--- src/rtl/thermal_mode_ctrl.sv ---
// Post-startup thermal scheduler: periodic ADC requests, 4-sample averaging,
// and NORMAL/HOT mode selection with threshold hysteresis and a dwell count.
module thermal_mode_ctrl #(
    parameter int SAMPLE_PERIOD = 64,
    parameter int TIMEOUT       = 16,
    parameter int HOT_TH        = 13,
    parameter int COOL_TH       = 7,
    parameter int DWELL         = 4
) (
    input  logic       i_clk,
    input  logic       i_resetbAll,
    input  logic       i_enable,
    input  logic       i_adc_valid,
    input  logic [3:0] i_adc_data,
    output logic       o_adc_start,
    output logic       o_Ibias_2x,
    output logic       o_clk_div_sel,
    output logic [3:0] o_avg,
    output logic       o_avg_valid,
    output logic       o_timeout_err
);

    localparam int PW = $clog2(SAMPLE_PERIOD);
    localparam int TW = $clog2(TIMEOUT);

    typedef enum logic [2:0] {
        S_IDLE,
        S_START,
        S_WAIT_ADC,
        S_WAIT_PERIOD,
        S_EVAL
    } state_t;

    state_t        state;
    logic [PW-1:0] period_cnt;
    logic [TW-1:0] to_cnt;
    logic [5:0]    sum;
    logic [2:0]    cnt;
    logic [3:0]    hot_cnt;
    logic [3:0]    cool_cnt;
    logic          hot_mode;
    logic [3:0]    avg;

    // Sum of four 4-bit codes fits in 6 bits; dividing by 4 simply drops the two LSBs.
    function automatic logic [3:0] trunc_avg(input logic [5:0] s);
        return s[5:2];
    endfunction

    assign avg           = trunc_avg(sum);
    assign o_Ibias_2x    = hot_mode;
    assign o_clk_div_sel = hot_mode;

    always_ff @(posedge i_clk) begin
        if (!i_resetbAll) begin
            state         <= S_IDLE;
            period_cnt    <= '0;
            to_cnt        <= '0;
            sum           <= '0;
            cnt           <= '0;
            hot_cnt       <= '0;
            cool_cnt      <= '0;
            hot_mode      <= 1'b0;
            o_adc_start   <= 1'b0;
            o_avg         <= '0;
            o_avg_valid   <= 1'b0;
            o_timeout_err <= 1'b0;
        end else begin
            o_adc_start <= 1'b0;
            o_avg_valid <= 1'b0;
            if (!i_enable) begin
                state    <= S_IDLE;
                sum      <= '0;
                cnt      <= '0;
                hot_cnt  <= '0;
                cool_cnt <= '0;
            end else begin
                // Both counters read 0 during the START cycle and count every cycle after it.
                period_cnt <= period_cnt + 1'b1;
                case (state)
                    S_IDLE: begin
                        state       <= S_START;
                        period_cnt  <= '0;
                        to_cnt      <= '0;
                        o_adc_start <= 1'b1;
                    end
                    S_START: begin
                        state  <= S_WAIT_ADC;
                        to_cnt <= to_cnt + 1'b1;
                    end
                    S_WAIT_ADC: begin
                        if (i_adc_valid) begin
                            sum   <= sum + {2'b00, i_adc_data};
                            cnt   <= cnt + 1'b1;
                            state <= (cnt == 3'd3) ? S_EVAL : S_WAIT_PERIOD;
                        end else if (to_cnt == TW'(TIMEOUT - 1)) begin
                            o_timeout_err <= 1'b1;
                            state         <= S_WAIT_PERIOD;
                        end else begin
                            to_cnt <= to_cnt + 1'b1;
                        end
                    end
                    S_WAIT_PERIOD: begin
                        if (period_cnt == PW'(SAMPLE_PERIOD - 1)) begin
                            state       <= S_START;
                            period_cnt  <= '0;
                            to_cnt      <= '0;
                            o_adc_start <= 1'b1;
                        end
                    end
                    S_EVAL: begin
                        o_avg       <= avg;
                        o_avg_valid <= 1'b1;
                        sum         <= '0;
                        cnt         <= '0;
                        state       <= S_WAIT_PERIOD;
                        if (!hot_mode) begin
                            if (avg >= 4'(HOT_TH)) begin
                                if (hot_cnt + 1'b1 == 4'(DWELL)) begin
                                    hot_mode <= 1'b1;
                                    hot_cnt  <= '0;
                                end else begin
                                    hot_cnt <= hot_cnt + 1'b1;
                                end
                            end else begin
                                hot_cnt <= '0;
                            end
                        end else begin
                            if (avg <= 4'(COOL_TH)) begin
                                if (cool_cnt + 1'b1 == 4'(DWELL)) begin
                                    hot_mode <= 1'b0;
                                    cool_cnt <= '0;
                                end else begin
                                    cool_cnt <= cool_cnt + 1'b1;
                                end
                            end else begin
                                cool_cnt <= '0;
                            end
                        end
                    end
                    default: state <= S_IDLE;
                endcase
            end
        end
    end

endmodule

--- config.mk ---
export PLATFORM = sky130hd
export DESIGN_NAME = thermal_mode_ctrl
export DESIGN_NICKNAME = d
export VERILOG_FILES = /design/src/rtl/thermal_mode_ctrl.sv
export SDC_FILE = /design/constraint.sdc
export NUM_CORES = 1
export LEC_CHECK = 0
export ABC_CLOCK_PERIOD_IN_PS = 2700
export BUFFER_PORTS_ARGS = -buffer_cell sky130_fd_sc_hd__clkbuf_2
export CAP_MARGIN = 20
export CORE_MARGIN = 2
export CORE_UTILIZATION = 63
export CTS_CLUSTER_DIAMETER = 80
export DETAILED_ROUTE_END_ITERATION = 7
export PLACE_DENSITY = 0.86
export RECOVER_POWER = 50
export SLEW_MARGIN = 40
export SYNTH_ARGS = -nofsm -noshare
export SYNTH_HDL_FRONTEND = slang
export SYNTH_SLANG_ARGS = --single-unit
--- constraint.sdc ---
create_clock -name i_clk -period 2.7 [get_ports i_clk]
set_clock_uncertainty 0.2 [all_clocks]
set_input_delay 0.54 -clock i_clk [delete_from_list [all_inputs] [get_ports i_clk]]
set_output_delay 0.54 -clock i_clk [all_outputs]
set_load 0.005 [all_outputs]
==> results.toml, run 1 <==
[run_status]
outcome = "completed"

[detailed_routing]
drt-wirelength-per-cell_um = 13.6
wl_mm = 3.79
drcViolationCount = 0
via_per_inst = 5.95
ant_nets = 0
drt-initial-drc-count = 121
num_vias = 1660
dr.pass1.iters = 4

[clock_tree]
cts-resized-gates = 0
root_buffer = "clkbuf_4"
cts_buffer_depth = 2
postCtsHoldBufs = 0
cts_tree = "built"
clk_pin_slew_ns = 0.12
numCtsBuffers = 5
clock_latency_ns = 0.35
cts_setup_buffers = 0
htreeDepth = 2
cts_sinks = 38

[sta]
timing.final.crit_share_pct = 79.6
maxSlewHeadroom_pct = 61.5
fmax_mhz = 465
rsz0062_at_grt = "no"
final_hold_viol_count = 0
tns_ns = 0
setup_viol = 0
period_needed_ns = 2.15
final_max_slew_viol_count = 0
tightest_slew_ns = 0.576

[synth]
synth_warnings = 0
synth.distinct_cells = 51
synthFlopType = "dfxtp_1"
synth-edff-count = 0
seq_area_frac_synth_pct = 38.9
synth_seq_cells = 38
synth_area_per_cell_um2 = 8.53
synth_area_um2 = 1950
async_flop_share_pct = 0
syn-instance-count = 229
syn-num-nets = 249

[cells_and_area]
n_antenna_cell = 0
num-nets-final = 265
syn_to_final_growth_pct = 7.24
drive_gt1_share_pct = 11.0
stdcell_area_um2 = 2090
final_cell_mix = "dfxtp_1 (38), nor2_1 (33), a21oi_1 (19)"
final_common_cell = "dfxtp_1"
post-route-util_pct = 69.8

[place]
place_hpwl_mm = 2.78
place_area_um2 = 2040
portBuffers = 16
gp_congestion = 0.817

[floorplan]
start_util_pct = 65.0
dieArea_um2 = 3560
die_h_um = 59.7
rows = 20
pin_count = 17
core-area_um2 = 3000
chipWidth_um = 59.7

[global_routing]
grt_pass1_wl_mm = 6.47
grt_usage_pct = 24.2
grt_pass1_vias = 1519
overflow = 0
grt_max_degree = 16
antenna_found_initial = 0

[worst_setup_path]
critPathMaxFanout = 11
cp-start-kind = "flop"
arrival_ns = 2.17
path_class = "flop to flop"
slowest_delay_ns = 0.42
cp_cell_sequence = "nand2b_1 -> nor3b_1 -> clkbuf_1 -> a21oi_1 -> a22oi_1 -> nor2_1"
endpoint_kind = "flop"
slowest_stage = "clkbuf_1"
required_ns = 2.72

[min_path]
hold_path.class = "flop to flop"

[pwr]
p_per_area_nw_per_um2 = 483
p_leak_nw = 0.814
peakVddDrop_uv = 314

[flow_run]
maxCapViolCount = 0
==> state kept, by name (all words and copies together), names as in the netlist <==
register and cells:
period_cnt 6, o_avg_valid 1, o_Ibias_2x 1, sum 6, o_avg 4, cool_cnt 4, to_cnt 4, o_timeout_err 1
cnt 3, state 3, hot_cnt 4, o_adc_start 1
==> per-layer routing <==
layer	GRT usage, %	vias to the layer above	wire, um	part of all wire (%)
li1	-	841	-	-
met1	28.0	768	1680	44
met2	40.4	40	1840	48
met3	7.58	11	163	4.3
met4	11.7	0	110	2.9
met5	0	-	0	0
==> stage by stage <==
step                      setup WS [ns]  std cells  power, mW  hold WS (ns)
final                             0.552        279       1.01         0.289
after global routing              0.361        279       1.05         0.296
after CTS                         0.629        279       1.02         0.290
after detailed placement          0.586        271      0.641         0.270
after global placement            0.676        271      0.640         0.262
after floorplan                   0.802        229      0.626         0.249
==> area by class of cell <==
class / instances / area, um^2
clock inverter: 1 / 30.0
timing repair buffer: 17 / 78.8
sequential: 38 / 761
fill: 256 / 908
multi-input combinational: 175 / 1110
tap: 33 / 41.3
inverter: 8 / 30.0
clock buffer: 7 / 45.0
==> worst paths after layout <==
path	from	end	slack, ns	cells past startpoint
worst max-delay path	state[0]	sum[3]	0.55	6
worst min-delay path	to_cnt[1]	to_cnt[1]	0.29	2
worst max register to register	state[0]	sum[3]	0.55	6
worst min register to register	to_cnt[1]	to_cnt[1]	0.29	2
==> cells by family (layout without fill, tap and decap cells) <==
| group | after synthesis | count (layout) | synth area share [%] |
|---|---|---|---|
| AOI/OAI and AO/OA | 56 | 56 | 18.3 |
| muxes | 6 | 6 | 3.08 |
| and+or+nand+nor | 92 | 92 | 23.8 |
| DFF | 38 | 38 | 38.9 |
| adders and majority gates | 12 | 12 | 8.07 |
| xor gates and xnor gates | 9 | 9 | 4.04 |
| buffers and inverters | 16 | 33 | 3.78 |
==> report_power, final <==
| part | switching [mW] | internal, mW |
|---|---|---|
| Combinational | 0.0350 | 0.0216 |
| Clock | 0.187 | 0.197 |
| Sequential | 0.00596 | 0.566 |
==> synth_stat cells, types with 2 or more instances <==
master	number	share of area [%]
buf_2	2	0.51
a31oi_1	2	0.64
ha_1	11	7.0
o21ai_1	2	0.51
clkbuf_1	3	0.58
nand2b_1	6	1.9
nand3b_1	2	0.77
nor2_1	33	6.3
inv_1	8	1.5
nand4_1	3	0.96
a21oi_2	2	0.90
a22oi_1	4	1.5
and3_1	2	0.64
a21o_1	2	0.77
nand2_1	16	3.1
xor2_1	5	2.2
mux2i_1	6	3.1
nor3b_1	2	0.77
o21ai_0	11	2.8
nor2b_1	5	1.6
o211ai_1	2	0.77
a21oi_1	19	4.9
dfxtp_1	38	39
nor3_1	4	1.0
or3_1	2	0.64
a211oi_1	2	0.77
xnor2_1	4	1.8
nand3_1	8	2.1
==> critical path, delay by kind of cell (launching register included) <==
family | cells | cell delay (ns)
AO/OA/AOI/OAI | 2 | 0.46
flip-flops | 1 | 0.41
buffers and inverters | 1 | 0.42
AND/OR/NAND/NOR | 3 | 0.54
No activity file was read; power rests on OpenSTA's default activity.
==> run 2: changes to the inputs <==
ABC_CLOCK_PERIOD_IN_PS = 1980   (was 2700)
CORE_UTILIZATION = 58   (was 63)
PLACE_DENSITY = 0.8   (was 0.86)
clock period = 1.98 ns   (was 2.7 ns; I/O delays follow)
==> results.toml, run 2 (synthesis gave the netlist of run 1 again) <==
[cells_and_area]
final_cells = 305
num-nets-final = 279
n_antenna_cell = 0
final_common_cell = "dfxtp_1"
syn_to_final_growth_pct = 15.1
drive_gt1_share_pct = 18.9
reg_top3 = "period_cnt x6, sum x6"
final_cell_mix = "dfxtp_1 (35), nor2_1 (33), a21oi_1 (19)"

[sta]
setup_viol = 0
final_max_slew_viol_count = 0
maxSlewHeadroom_pct = 70.9
tns_ns = 0
final_hold_viol_count = 0
period_needed_ns = 1.90
fmax_mhz = 527
tightest_slew_ns = 0.436
timing.final.crit_share_pct = 95.7
hold_slack_ns = 0.183

[worst_setup_path]
slowest_delay_ns = 0.48
cp-start-kind = "flop"
r2r_cells = 6
crit-reg2reg-capture = "to_cnt[3]"
cp_cell_sequence = "ha_2 -> a31o_2 -> o221ai_2 -> nand3_2 -> or4_4 -> o21ai_2"
endpoint_kind = "flop"
cp-endpoint = "to_cnt[3]"
required_ns = 2.07
slowest_stage = "or4_4"
cp-startpoint = "to_cnt[0]"
arrival_ns = 1.98
r2r_slack_ns = 0.08
path_class = "flop to flop"
critPathMaxFanout = 4
rr_startpoint = "to_cnt[0]"

[clock_tree]
htreeDepth = 2
cts_buffer_depth = 2
clock_latency_ns = 0.35
cts_sinks = 38
numCtsBuffers = 5
root_buffer = "clkbuf_4"
cts_tree = "built"
clk_pin_slew_ns = 0.11

[place]
place_inst = 293
place_hpwl_mm = 2.78
gp_congestion = 0.847
portBuffers = 16

[run_status]
outcome = "completed"

[floorplan]
die_h_um = 62.0
dieArea_um2 = 3850
core-area_um2 = 3280
pin_count = 17
start_util_pct = 59.5
chipWidth_um = 62.0
rows = 21

[pwr]
intPower_mw = 1.11
peakVddDrop_uv = 532
clkPwrFrac_pct = 38.5
p_leak_nw = 0.884
seqPwrFrac_pct = 54.8
power_switching_mw = 0.315
p_per_area_nw_per_um2 = 633
p_sw_share_pct = 22.1
comb_power_share_pct = 6.8

[global_routing]
antenna_found_initial = 0
grt_pass1_wl_mm = 6.31
overflow = 0
grt_pass1_vias = 1489
grt_usage_pct = 22.7
grt_max_degree = 13

[flow_run]
maxCapViolCount = 0

[detailed_routing]
drt-initial-drc-count = 113
dr.pass1.iters = 4
drt-wirelength-per-cell_um = 12.6
drcViolationCount = 0
wl_mm = 3.83
ant_nets = 0
via_per_inst = 5.45
num_vias = 1661

[min_path]
hold_path.class = "input pin to flop"
run 2: per-stage QoR:
stage	setup WS [ns]	total power, mW	util [%]	instance area, um^2
CTS	0.00535	1.43	67.5	2220
finish	0.0842	1.42	68.5	2250
global placement	0.0421	0.887	64.6	2120
global route	-0.0159	1.47	68.5	2250
floorplan	0.109	0.854	-	1950
detailed placement	-0.0113	0.887	64.6	2120
run 2: what timing repair did:
| item | in CTS | in global routing |
|---|---|---|
| resized for setup | 1 | 7 |
| endpoints found under the setup margin | 1 | 1 |
| pin swaps | 1 | 2 |
| hold buffers | 0 | 0 |
| buffers inserted | 1 | 4 |
run 2: power groups by stage:
stage | clock (mW) | combinational, mW | sequential [mW]
6_report | 0.547 | 0.0962 | 0.779
2_1_floorplan | 0 | 0.0604 | 0.793
4_1_cts | 0.555 | 0.0927 | 0.779
3_3_place_gp | 0 | 0.0908 | 0.796
5_1_grt | 0.580 | 0.107 | 0.781
3_5_place_dp | 0 | 0.0908 | 0.796
run 2: routing by layer:
layer	global-route usage, %	share of wire, %	up-vias
met5	0	0	-
met4	7.90	1.4	0
met3	6.83	3.8	6
met2	40.0	48	21
met1	25.9	47	772
li1	-	-	862
run 2: area by class of cell:
type	instances	area [um^2]
Fill cell	280	1040
Timing Repair Buffer	31	181
Tap cell	46	57.6
Clock buffer	6	51.3
Inverter	8	30.0
Sequential cell	38	764
Clock inverter	1	30.0
Multi-Input combinational cell	175	1130
run 2: how the worst min path moves through the flow:
| stage | from | slack [ns] | depth (start not counted) | to |
|---|---|---|---|---|
| after floorplan | to_cnt[1] | 0.25 | 2 | to_cnt[1] |
| after detailed placement | to_cnt[1] | 0.27 | 2 | to_cnt[1] |
| final | i_resetbAll | 0.18 | 3 | o_Ibias_2x |
| after global placement | to_cnt[1] | 0.26 | 2 | to_cnt[1] |
| after CTS | i_resetbAll | 0.17 | 3 | to_cnt[3] |
| after global routing | i_resetbAll | 0.18 | 2 | period_cnt[4] |
run 2: worst max-delay path, delay by kind of cell (launching register included):
family,cells,cell delay (ns)
fa+ha+maj,1,0.19
compound gates,3,0.52
simple gates,2,0.58
flops,1,0.35
